[config.mk]
export PLATFORM = sky130hd
export DESIGN_NAME = p2_hazard_ctrl
export DESIGN_NICKNAME = d
export VERILOG_FILES = /design/src/rtl/p2_pkg.sv /design/src/rtl/p2_hazard_detect.sv /design/src/rtl/p2_hazard_ctrl.sv
export SDC_FILE = /design/constraint.sdc
export NUM_CORES = 1
export LEC_CHECK = 0
export ABC_AREA = 0
export ABC_CLOCK_PERIOD_IN_PS = 2200
export CELL_PAD_IN_SITES_DETAIL_PLACEMENT = 0
export CELL_PAD_IN_SITES_GLOBAL_PLACEMENT = 2
export CORE_MARGIN = 1.5
export CORE_UTILIZATION = 10
export DETAILED_ROUTE_END_ITERATION = 8
export PLACE_DENSITY_LB_ADDON = 0.1
export SYNTH_ARGS = -nofsm -noshare
export SYNTH_HDL_FRONTEND = slang
export SYNTH_SLANG_ARGS = --single-unit
[constraint.sdc]
create_clock -name vclk -period 2.2
set_input_delay 0.66 -clock vclk [all_inputs]
set_output_delay 0.66 -clock vclk [all_outputs]
set_load 0.02 [all_outputs]
[src/rtl/p2_pkg.sv]
// p2_pkg: constants and state type shared by the p2 pipeline hazard logic.
package p2_pkg;

    localparam logic [2:0] TYPE_BUBBLE = 3'd7;
    localparam logic [6:0] OP_LOAD     = 7'b0000011;
    localparam logic [6:0] OP_RTYPE    = 7'b0110011;
    localparam logic [6:0] F7_MULDIV   = 7'b0000001;

    typedef enum logic {
        RUN  = 1'b0,
        MDIV = 1'b1
    } hz_state_t;

endpackage

[src/rtl/p2_hazard_detect.sv]
// p2_hazard_detect: combinational load-use and multi-cycle M-op detection against ID/EX.
// Build option HAZARD_MULDIV_EN: when undefined, is_md is held at 0.
module p2_hazard_detect
    import p2_pkg::*;
(
    input  logic [4:0] id_rs1,
    input  logic [4:0] id_rs2,
    input  logic       id_use_rs1,
    input  logic       id_use_rs2,
    input  logic [2:0] ex_type,
    input  logic [6:0] ex_opcode,
    input  logic [6:0] ex_funct7,
    input  logic [4:0] ex_rd,
    output logic       load_use,
    output logic       is_md
);

    logic ex_valid;
    logic rs1_hit;
    logic rs2_hit;

    assign ex_valid = (ex_type != TYPE_BUBBLE);
    assign rs1_hit  = id_use_rs1 && (id_rs1 == ex_rd);
    assign rs2_hit  = id_use_rs2 && (id_rs2 == ex_rd);

    // x0 is never a real destination, so a load into it cannot create a hazard
    assign load_use = ex_valid && (ex_opcode == OP_LOAD) && (ex_rd != '0)
                      && (rs1_hit || rs2_hit);

`ifdef HAZARD_MULDIV_EN
    assign is_md = ex_valid && (ex_opcode == OP_RTYPE) && (ex_funct7 == F7_MULDIV);
`else
    logic unused_funct7;
    assign unused_funct7 = ^ex_funct7;
    assign is_md         = 1'b0;
`endif

endmodule

[src/rtl/p2_hazard_ctrl.sv]
// p2_hazard_ctrl: stall/flush control for PC, IF/ID and ID/EX of the 5-stage core.
// Build option HAZARD_MULDIV_EN enables the multi-cycle mul/div freeze (MDIV state).
module p2_hazard_ctrl
    import p2_pkg::*;
#(
    parameter int unsigned MULDIV_CYCLES = 4
) (
    input  logic       clock,
    input  logic       reset,
    input  logic [4:0] id_rs1,
    input  logic [4:0] id_rs2,
    input  logic       id_use_rs1,
    input  logic       id_use_rs2,
    input  logic [2:0] ex_type,
    input  logic [6:0] ex_opcode,
    input  logic [6:0] ex_funct7,
    input  logic [4:0] ex_rd,
    input  logic       ex_branch_taken,
    input  logic       mem_busy,
    output logic       pc_stall,
    output logic       ifid_stall,
    output logic       ifid_flush,
    output logic       idex_stall,
    output logic       idex_flush,
    output logic       muldiv_busy
);

    logic load_use;
    logic is_md;
    logic md_freeze;

    p2_hazard_detect u_detect (
        .id_rs1     (id_rs1),
        .id_rs2     (id_rs2),
        .id_use_rs1 (id_use_rs1),
        .id_use_rs2 (id_use_rs2),
        .ex_type    (ex_type),
        .ex_opcode  (ex_opcode),
        .ex_funct7  (ex_funct7),
        .ex_rd      (ex_rd),
        .load_use   (load_use),
        .is_md      (is_md)
    );

`ifdef HAZARD_MULDIV_EN
    // The detect cycle counts as the first freeze cycle, hence the -2 load.
    localparam logic [3:0] CNT_LOAD = 4'(MULDIV_CYCLES - 2);

    hz_state_t  state;
    hz_state_t  state_next;
    logic [3:0] cnt;
    logic [3:0] cnt_next;
    logic       done;
    logic       done_next;

    always_ff @(posedge clock) begin
        if (reset) begin
            state <= RUN;
            cnt   <= '0;
            done  <= 1'b0;
        end else begin
            state <= state_next;
            cnt   <= cnt_next;
            done  <= done_next;
        end
    end

    always_comb begin
        state_next = state;
        cnt_next   = cnt;
        done_next  = done;
        case (state)
            RUN: begin
                if (!mem_busy) begin
                    if (is_md && !done) begin
                        state_next = MDIV;
                        cnt_next   = CNT_LOAD;
                    end
                    // done marks the finished op still sitting in EX; it leaves now
                    if (done) begin
                        done_next = 1'b0;
                    end
                end
            end
            MDIV: begin
                if (!mem_busy) begin
                    if (cnt == '0) begin
                        state_next = RUN;
                        done_next  = 1'b1;
                    end else begin
                        cnt_next = cnt - 4'd1;
                    end
                end
            end
            default: state_next = RUN;
        endcase
    end

    assign md_freeze = ((state == RUN) && is_md && !done) || (state == MDIV);
`else
    logic unused_cfg;
    assign unused_cfg = ^{clock, 4'(MULDIV_CYCLES)};
    assign md_freeze  = 1'b0;
`endif

    // Priority chain: a freeze of any kind masks every flush request.
    always_comb begin
        pc_stall    = 1'b0;
        ifid_stall  = 1'b0;
        ifid_flush  = 1'b0;
        idex_stall  = 1'b0;
        idex_flush  = 1'b0;
        muldiv_busy = 1'b0;
        if (reset) begin
            ifid_flush = 1'b1;
            idex_flush = 1'b1;
        end else if (mem_busy) begin
            pc_stall   = 1'b1;
            ifid_stall = 1'b1;
            idex_stall = 1'b1;
        end else if (md_freeze) begin
            pc_stall    = 1'b1;
            ifid_stall  = 1'b1;
            idex_stall  = 1'b1;
            muldiv_busy = 1'b1;
        end else if (ex_branch_taken) begin
            ifid_flush = 1'b1;
            idex_flush = 1'b1;
        end else if (load_use) begin
            pc_stall   = 1'b1;
            ifid_stall = 1'b1;
            idex_flush = 1'b1;
        end
    end

endmodule

* Word level (Yosys, flattened, before mapping)
Cells that the tools add are included.
** Word-level totals
- Register bits :: 0
- Output and inout bits :: 6
- Logic and storage cells :: 23
** Cells by class
- Equal/unequal tests :: 4
- Reduce and logical (&&, ||, !) cells :: 7
- Muxes and demuxes :: 12
** Operators with widths (count)
- $mux 1 :: 12
- $eq 5x5->1 :: 2
- $eq 7x2->1 const B :: 1
- $logic_and 1x1->1 :: 5
- $reduce_bool 5->1 :: 1
- $ne 3x3->1 const B :: 1
- $logic_or 1x1->1 :: 1

* Depth between registers and ports, before layout
Gate-level depths: netlist of the first run.
- Depth after elaboration :: 8
- Mapped depth :: 5
- Depth with buffers taken out :: 4

* Hierarchy
From an unflattened synthesis of the first run, not the netlist that was laid out.
** Second synthesis, totals
- Cells, all modules :: 33
- Area total of the unflattened synthesis :: 225.2 um2
** By module, submodules not included
- p2_hazard_detect :: seq. area each 0.0 um2, cells an instance 23, area each 163.9 um2, times used 1
- p2_hazard_ctrl :: seq. area each 0.0 um2, cells an instance 10, area each 61.3 um2, times used 1

* Worst setup path before layout of the first run
OpenSTA, ideal clock, no wires.
- Path type :: input to output
- Start :: in ex_rd[3]
- End :: out pc_stall
- Data required time :: 1.540 ns
- Arrival :: 2.107 ns
- Stages :: 5
- Slack :: -0.567 ns
- Path through :: xor2_1 -> nor4_2 -> a32oi_1 -> o31ai_1 -> buf_4
** On the way
- Cells in the longest elaborated chain, start to end :: 8
- Elaborated cells on any way between the ends :: 12
** RTL lines
- start, declared :: line p2_hazard_ctrl.sv:17 : input logic [4:0] ex_rd,
- $eq 5x5->1 (on tied branches) :: line p2_hazard_detect.sv:23, p2_hazard_detect.sv:24
- $logic_and 1x1->1 (on tied branches) :: line p2_hazard_detect.sv:23, p2_hazard_detect.sv:24
- $logic_or 1x1->1 :: line p2_hazard_detect.sv:28 : && (rs1_hit || rs2_hit);
- $logic_and 1x1->1 (*) :: line p2_hazard_detect.sv:28
- $mux 1 (*) (4 in a row)
- end, declared :: line p2_hazard_ctrl.sv:20 : output logic pc_stall,
Mark *: on every way between the ends. The rest lies on a longest branch, timed or not.

* Worst setup path in the final report of the first run
- Start :: in ex_rd[4]
- End :: out idex_flush
** On the way
- Cells in the longest elaborated chain, start to end :: 8
- Elaborated cells on any way between the ends :: 12
** RTL lines
- $eq 5x5->1 (on tied branches) :: line p2_hazard_detect.sv:23, p2_hazard_detect.sv:24
- $logic_and 1x1->1 (on tied branches) :: line p2_hazard_detect.sv:23, p2_hazard_detect.sv:24
- $logic_or 1x1->1 :: line p2_hazard_detect.sv:28
- $logic_and 1x1->1 (*) :: line p2_hazard_detect.sv:28
- $mux 1 (*) :: line p2_hazard_ctrl.sv:129 : end else if (load_use) begin
- $mux 1 (*) :: line p2_hazard_ctrl.sv:126 : end else if (ex_branch_taken) begin
- $mux 1 (*) :: line p2_hazard_ctrl.sv:117 : end else if (mem_busy) begin
- $mux 1 (*) :: line p2_hazard_ctrl.sv:114 : if (reset) begin
- end, declared :: line p2_hazard_ctrl.sv:24 : output logic idex_flush,
Marks and branches as above.

==> results_tabular.tex, run 1 <==
\begin{tabular}{lr}
\hline
Metric & Value \\
\hline
\multicolumn{2}{l}{\textbf{Outcome}} \\
Outcome & finished with violations \\
Violations in the final reports & setup timing \\
\multicolumn{2}{l}{\textbf{Logic synthesis}} \\
Sequential share of the synthesized area & 0\% \\
Count of unique library cells instantiated by Yosys & 17 \\
Share of the synthesized area in the top cell type & between 30\% and 40\% \\
Avg Synthesized Cell Area & 7.05 um\^{}2 \\
Number of instances in the synthesized netlist & 30 \\
Cell type with the highest aggregate area in the netlist & xor2\_1 \\
Yosys warning count & 0 \\
Cell area after synthesis & about 210 um\^{}2 \\
Most area-consuming cells after synthesis & xor2\_1, xnor2\_1, buf\_4 \\
Syn Nets & 68 \\
\multicolumn{2}{l}{\textbf{Critical path}} \\
Stage delay of the slowest cell on the critical path & 0.52 ns \\
Critical-path cell list & buf\_8 -> or4\_4 -> nor2\_2 -> a311o\_1 -> o31ai\_2 -> buf\_4 \\
CP Capture Type & primary output \\
Worst path slowest cell & or4\_4 \\
CP startpoint kind & input pin \\
Source of the critical timing path & ex\_rd[4] \\
Number of buffer and inverter stages on the critical path & 2 \\
Crit Path Class & in -> out \\
Worst EP arrival & 1.83 ns \\
Max FO, Critical Path & 3 \\
CP top delay family & simple AND/OR/NAND/NOR gates \\
Required time worst endpoint & around 1.5 ns \\
\multicolumn{2}{l}{\textbf{Power and ir drop}} \\
Worst IR drop on VDD & 53.9 uV \\
Standby leakage power & between 0.3 and 0.4 nW \\
Power density normalized to cell area & about 170 nW/um\^{}2 \\
Final total power & between 0.0001 and 0.00015 W \\
\multicolumn{2}{l}{\textbf{Place}} \\
DP HPWL & 744 um \\
Placed cell count & 95 \\
Buffers on Ports & 35 \\
Placement Setup Slack & -1.21 ns \\
Placed cell area & about 640 um\^{}2 \\
Final Wtd Congestion & 0.655 \\
\multicolumn{2}{l}{\textbf{Job}} \\
Max cap viols & 0 \\
\multicolumn{2}{l}{\textbf{Final layout}} \\
Clkbuf count & 0 \\
Antenna diodes & 0 \\
Area of all placed cells without fillers & approximately 690 um\^{}2 \\
Commonest non-fill, non-tap cell in the layout & dlygate4sd2\_1 \\
Final standard cell count with taps included and fillers excluded & between 90 and 100 \\
Flip-flop and latch count & 0 \\
Highest-count cells in the layout ignoring fill and taps & dlygate4sd2\_1, buf\_6, buf\_2, buf\_4 \\
Proportion of layout cells with a drive suffix above 1 & between 60\% and 70\% \\
Layout Area Growth over Synthesis & 225\% \\
Reg area & 0 um\^{}2 \\
Final \#Nets & roughly 110 \\
\multicolumn{2}{l}{\textbf{Drt}} \\
Total detailed-routing wirelength & a little over 900 um \\
DR iter-0 viols & 0 \\
Detail-routed net length per standard cell & 9.44 um \\
Number of optimization iterations in the first detailed-route pass & 1 \\
Vias per cell & 3.60 \\
DR DRC count & 0 \\
Antenna viol nets, final & 0 \\
Total number of vias & 346 \\
\multicolumn{2}{l}{\textbf{Timing}} \\
Final number of max-transition violations & 0 \\
Setup Total Neg Slack & -0.877 ns \\
Setup slack of the critical path after layout & -0.294 ns \\
Count of endpoints failing setup in the final report & 3 \\
Max Clk Rate & approximately 400 MHz \\
Final Cycle Share & 113\% \\
Endpoints failing hold & 0 \\
Final worst path period need & approximately 2.5 ns \\
Setup repair after global routing missed its margin & true \\
\multicolumn{2}{l}{\textbf{GRT}} \\
Total congestion overflow after global routing & 0 \\
Via count of the first global-routing pass & around 330 \\
Total GRT Usage & 6.95\% \\
Initial antenna violation count & 0 \\
Wire length of the first global-routing pass & $\sim$1400 um \\
Pin count of the biggest net entering global routing & 4 \\
\multicolumn{2}{l}{\textbf{Hold path}} \\
Type of the tightest min-delay check & in -> out \\
Launch instance of the worst min-delay path & reset \\
\multicolumn{2}{l}{\textbf{Clock network}} \\
CTS Hold Buffers Added & 0 \\
\multicolumn{2}{l}{\textbf{Die}} \\
Die height & slightly below 50 um \\
Floorplan die area & $\sim$2400 um\^{}2 \\
Total I/O pin count & 44 \\
Core Box Area & just under 2000 um\^{}2 \\
Effective utilization at floorplan & between 10\% and 20\% \\
Number of standard-cell rows in the floorplan & 16 \\
Die extent in x & around 50 um \\
\hline
\end{tabular}
layout make-up:
type | count | area (um^2)
multi-input combinational | 25 | 278
fill | 213 | 1290
timing repair buffer | 41 | 364
inverter | 3 | 11.3
tap | 27 | 33.8
power breakdown:
| group | internal, W | switching (W) | total (W) |
|---|---|---|---|
| clock network | 0 | 0 | 0 |
| logic | 0.0000704 | 0.0000475 | 0.000118 |
| registers | 0 | 0 | 0 |
per-stage QoR:
stage / utilization (%) / hold WS (ns)
floorplan: - / 1.42
global placement: 32.4 / 2.51
detailed placement: 32.4 / 2.52
CTS: 32.2 / 1.87
global route: 34.7 / 1.89
finish: 34.7 / 1.85
logic make-up after synthesis:
| group | count (synthesis) | synth area share (%) |
|---|---|---|
| buffers and inverters | 5 | 12.4 |
| XOR/XNOR | 10 | 41.4 |
| other | 1 | 1.77 |
| AO/OA/AOI/OAI | 5 | 18.3 |
| AND/OR/NAND/NOR | 9 | 26.0 |
cell usage after synthesis:
cell type and count:
and2_0 1, a21oi_1 1, nor4_1 1, nand2_1 1
nor2_1 2, nand4_1 1, xor2_1 8, conb_1 1
nor3_1 1, buf_4 2, or4_1 1, nor4_2 1
a311o_1 1, xnor2_1 2, inv_1 3, o31ai_1 2
a32oi_1 1
final timing paths:
check | depth (start not counted) | end | slack (ns)
worst max-delay path | 6 | idex_flush | -0.29
worst min-delay path | 5 | pc_stall | 1.85
layer usage:
metal  vias up  share of wire [%]  global-route usage (%)
li1        178                  -                       -
met1       153                 39                    8.92
met2        15                 55                    13.0
met3         0                6.6                   0.920
met4         0                  0                       0
met5         -                  0                       0
what timing repair did:
item / 4_1_cts / 5_1_grt
gates resized for setup: 113 / 19
buffers inserted: 0 / 1
pin swaps: 20 / 12
endpoints found under the setup margin: 5 / 4
Power figures use the tool's default switching activity.
==> run 2, diff against run 1 <==
--- a/config.mk
+++ b/config.mk
@@ -15,4 +15,5 @@
 export PLACE_DENSITY_LB_ADDON = 0.1
 export SYNTH_ARGS = -nofsm -noshare
 export SYNTH_HDL_FRONTEND = slang
+export SYNTH_HIERARCHICAL = 1
 export SYNTH_SLANG_ARGS = --single-unit
==> run 2 against run 1 <==
The flow still finishes with violations (setup timing). Critical endpoint is now pc_stall. Count of clock-buffer cells in the layout unchanged. Final area down 15%. Via count down 0.29%. Die area up 1.1%. Cell count down 2.1%. Core utilization down 5.4 points.
==> results_tabular.tex, run 2 <==
\begin{tabular}{lr}
\hline
Metric & Value \\
\hline
\multicolumn{2}{l}{\textbf{Logic synthesis}} \\
Number of instances in the synthesized netlist & 31 (+3.3\%) \\
Syn Nets & 69 (+1.5\%) \\
Cell area after synthesis & 214 um\^{}2 (+1.2\%) \\
Yosys warning count & 6 (+6) \\
Avg Synthesized Cell Area & 6.90 um\^{}2 (-2.1\%) \\
\multicolumn{2}{l}{\textbf{Final layout}} \\
Number of filler instances in the final layout & 215 (+0.94\%) \\
End-of-flow core utilization & 29.3\% (-5.4 points) \\
Final standard cell count with taps included and fillers excluded & 94 (-2.1\%) \\
Proportion of layout cells with a drive suffix above 1 & 50.7\% (-13 points) \\
Layout Area Growth over Synthesis & 171\% \\
Clkbuf count & 0 (unchanged) \\
Highest-count cells in the layout ignoring fill and taps & buf\_2, buf\_6, xor2\_1, dlygate4sd2\_1, clkdlybuf4s50\_1 \\
Flip-flop and latch count & 0 (unchanged) \\
Area of the multi-input gates & 228 um\^{}2 (-18\%) \\
Final \#Nets & 107 (-1.8\%) \\
Commonest non-fill, non-tap cell in the layout & buf\_2 \\
Antenna diodes & 0 (unchanged) \\
Reg area & 0 um\^{}2 (unchanged) \\
\multicolumn{2}{l}{\textbf{Drt}} \\
DR DRC count & 0 (unchanged) \\
DR iter-0 viols & 1 (+1) \\
Vias per cell & 3.67 (+1.8\%) \\
Total detailed-routing wirelength & 847 um (-6.5\%) \\
Antenna viol nets, final & 0 (unchanged) \\
Detail-routed net length per standard cell & 9.01 um (-4.5\%) \\
Total number of vias & 345 (-0.29\%) \\
Number of optimization iterations in the first detailed-route pass & 2 (+1) \\
\multicolumn{2}{l}{\textbf{Timing}} \\
Setup slack of the critical path after layout & -0.387 ns (-0.0934 ns) \\
Final Cycle Share & 118\% (+4.2 points) \\
Final number of max-transition violations & 0 (unchanged) \\
Final worst path period need & 2.59 ns (+0.0934 ns) \\
Max Clk Rate & 387 MHz (-3.6\%) \\
Endpoints failing hold & 0 (unchanged) \\
Count of endpoints failing setup in the final report & 3 (unchanged) \\
Tightest hold margin & 1.79 ns (-0.0599 ns) \\
Setup repair after global routing missed its margin & true \\
\multicolumn{2}{l}{\textbf{GRT}} \\
Total congestion overflow after global routing & 0 (unchanged) \\
Met1 Use GR & 8.61\% (-0.31 points) \\
Initial antenna violation count & 0 (unchanged) \\
Total GRT Usage & 6.31\% (-0.64 points) \\
Via count of the first global-routing pass & 335 (+1.2\%) \\
Pin count of the biggest net entering global routing & 5 (+1) \\
Most heavily used metal layer in global routing & met2 \\
Wire length of the first global-routing pass & 1300 um (-6.4\%) \\
Met2 usage in global routing & 10.1\% (-2.9 points) \\
GR met3 Demand/Resource & 2.15\% (+1.2 points) \\
\multicolumn{2}{l}{\textbf{Critical path}} \\
Max FO, Critical Path & 2 (-1) \\
CP startpoint kind & input pin \\
Crit Path Class & in -> out \\
CP Capture Type & primary output \\
Required time worst endpoint & 1.54 ns (about the same) \\
Worst EP arrival & 1.93 ns (+0.10 ns) \\
\multicolumn{2}{l}{\textbf{Place}} \\
Placed cell count & 94 (-1.1\%) \\
Buffers on Ports & 35 (unchanged) \\
DP HPWL & 740 um (-0.60\%) \\
Final Wtd Congestion & 0.647 (-1.1\%) \\
\multicolumn{2}{l}{\textbf{Die}} \\
Number of standard-cell rows in the floorplan & 16 (unchanged) \\
Floorplan die area & 2430 um\^{}2 (+1.1\%) \\
Total I/O pin count & 44 (unchanged) \\
Die height & 49.3 um (+0.55\%) \\
Core Box Area & 1980 um\^{}2 (unchanged) \\
Die extent in x & 49.3 um (+0.55\%) \\
Effective utilization at floorplan & 10.8\% (+0.13 points) \\
\multicolumn{2}{l}{\textbf{Power and ir drop}} \\
Worst IR drop on VDD & 58.1 uV (+7.9\%) \\
Power density normalized to cell area & 166 nW/um\^{}2 (-3.2\%) \\
Standby leakage power & 0.253 nW (-21\%) \\
\multicolumn{2}{l}{\textbf{Hold path}} \\
Hold Path Depth & 3 (-2) \\
Type of the tightest min-delay check & in -> out \\
\multicolumn{2}{l}{\textbf{Outcome}} \\
Violations in the final reports & setup timing \\
Outcome & finished with violations \\
\multicolumn{2}{l}{\textbf{Clock network}} \\
CTS Hold Buffers Added & 0 (unchanged) \\
Buffers inserted by post-CTS timing repair & 0 (unchanged) \\
\multicolumn{2}{l}{\textbf{Job}} \\
Max cap viols & 0 (unchanged) \\
\hline
\end{tabular}
## run 2: stage by stage
stage	area (um^2)	TNS (ns)	setup WS (ns)	power (W)
floorplan	238	-0.436	-0.242	0.0000342
global route	581	-1.43	-0.501	0.000105
finish	581	-1.10	-0.387	0.0000964
global placement	626	-4.92	-1.37	0.000110
detailed placement	626	-4.70	-1.30	0.000108
CTS	584	-1.19	-0.422	0.0000977
## run 2: final cells by class
type	count	area share, %
Inverter	1	0.647
Multi-Input combinational cell	28	39.2
Tap cell	27	5.82
Timing Repair Buffer	38	54.3
## run 2: repair_timing
action,in CTS,in global routing
hold endpoints to repair,0,0
endpoints found under the setup margin,5,3
pin swaps,20,6
gates resized for setup,100,2
## run 2: path summary, 6_finish.rpt
check	startpoint	end	slack [ns]
setup / recovery	ex_opcode[4]	pc_stall	-0.39
hold / removal	reset	pc_stall	1.79
## run 2: critical path, stage by stage
cell and delay [ns]:
buf_6 0.09, nor3_2 0.17, nand4_1 0.11, a311o_2 0.37
a21oi_2 0.13, nand2b_1 0.10, a21oi_4 0.15, buf_6 0.13
## run 2: report_power, final
part           switching [W]  internal (W)   total, W
Sequential                 0             0          0
Clock                      0             0          0
Combinational      0.0000381     0.0000583  0.0000964
## run 2: per-layer routing
metal	up-vias	wire length, um
li1	179	-
met1	144	356
met2	22	362
met3	0	127
met4	0	0
met5	-	0
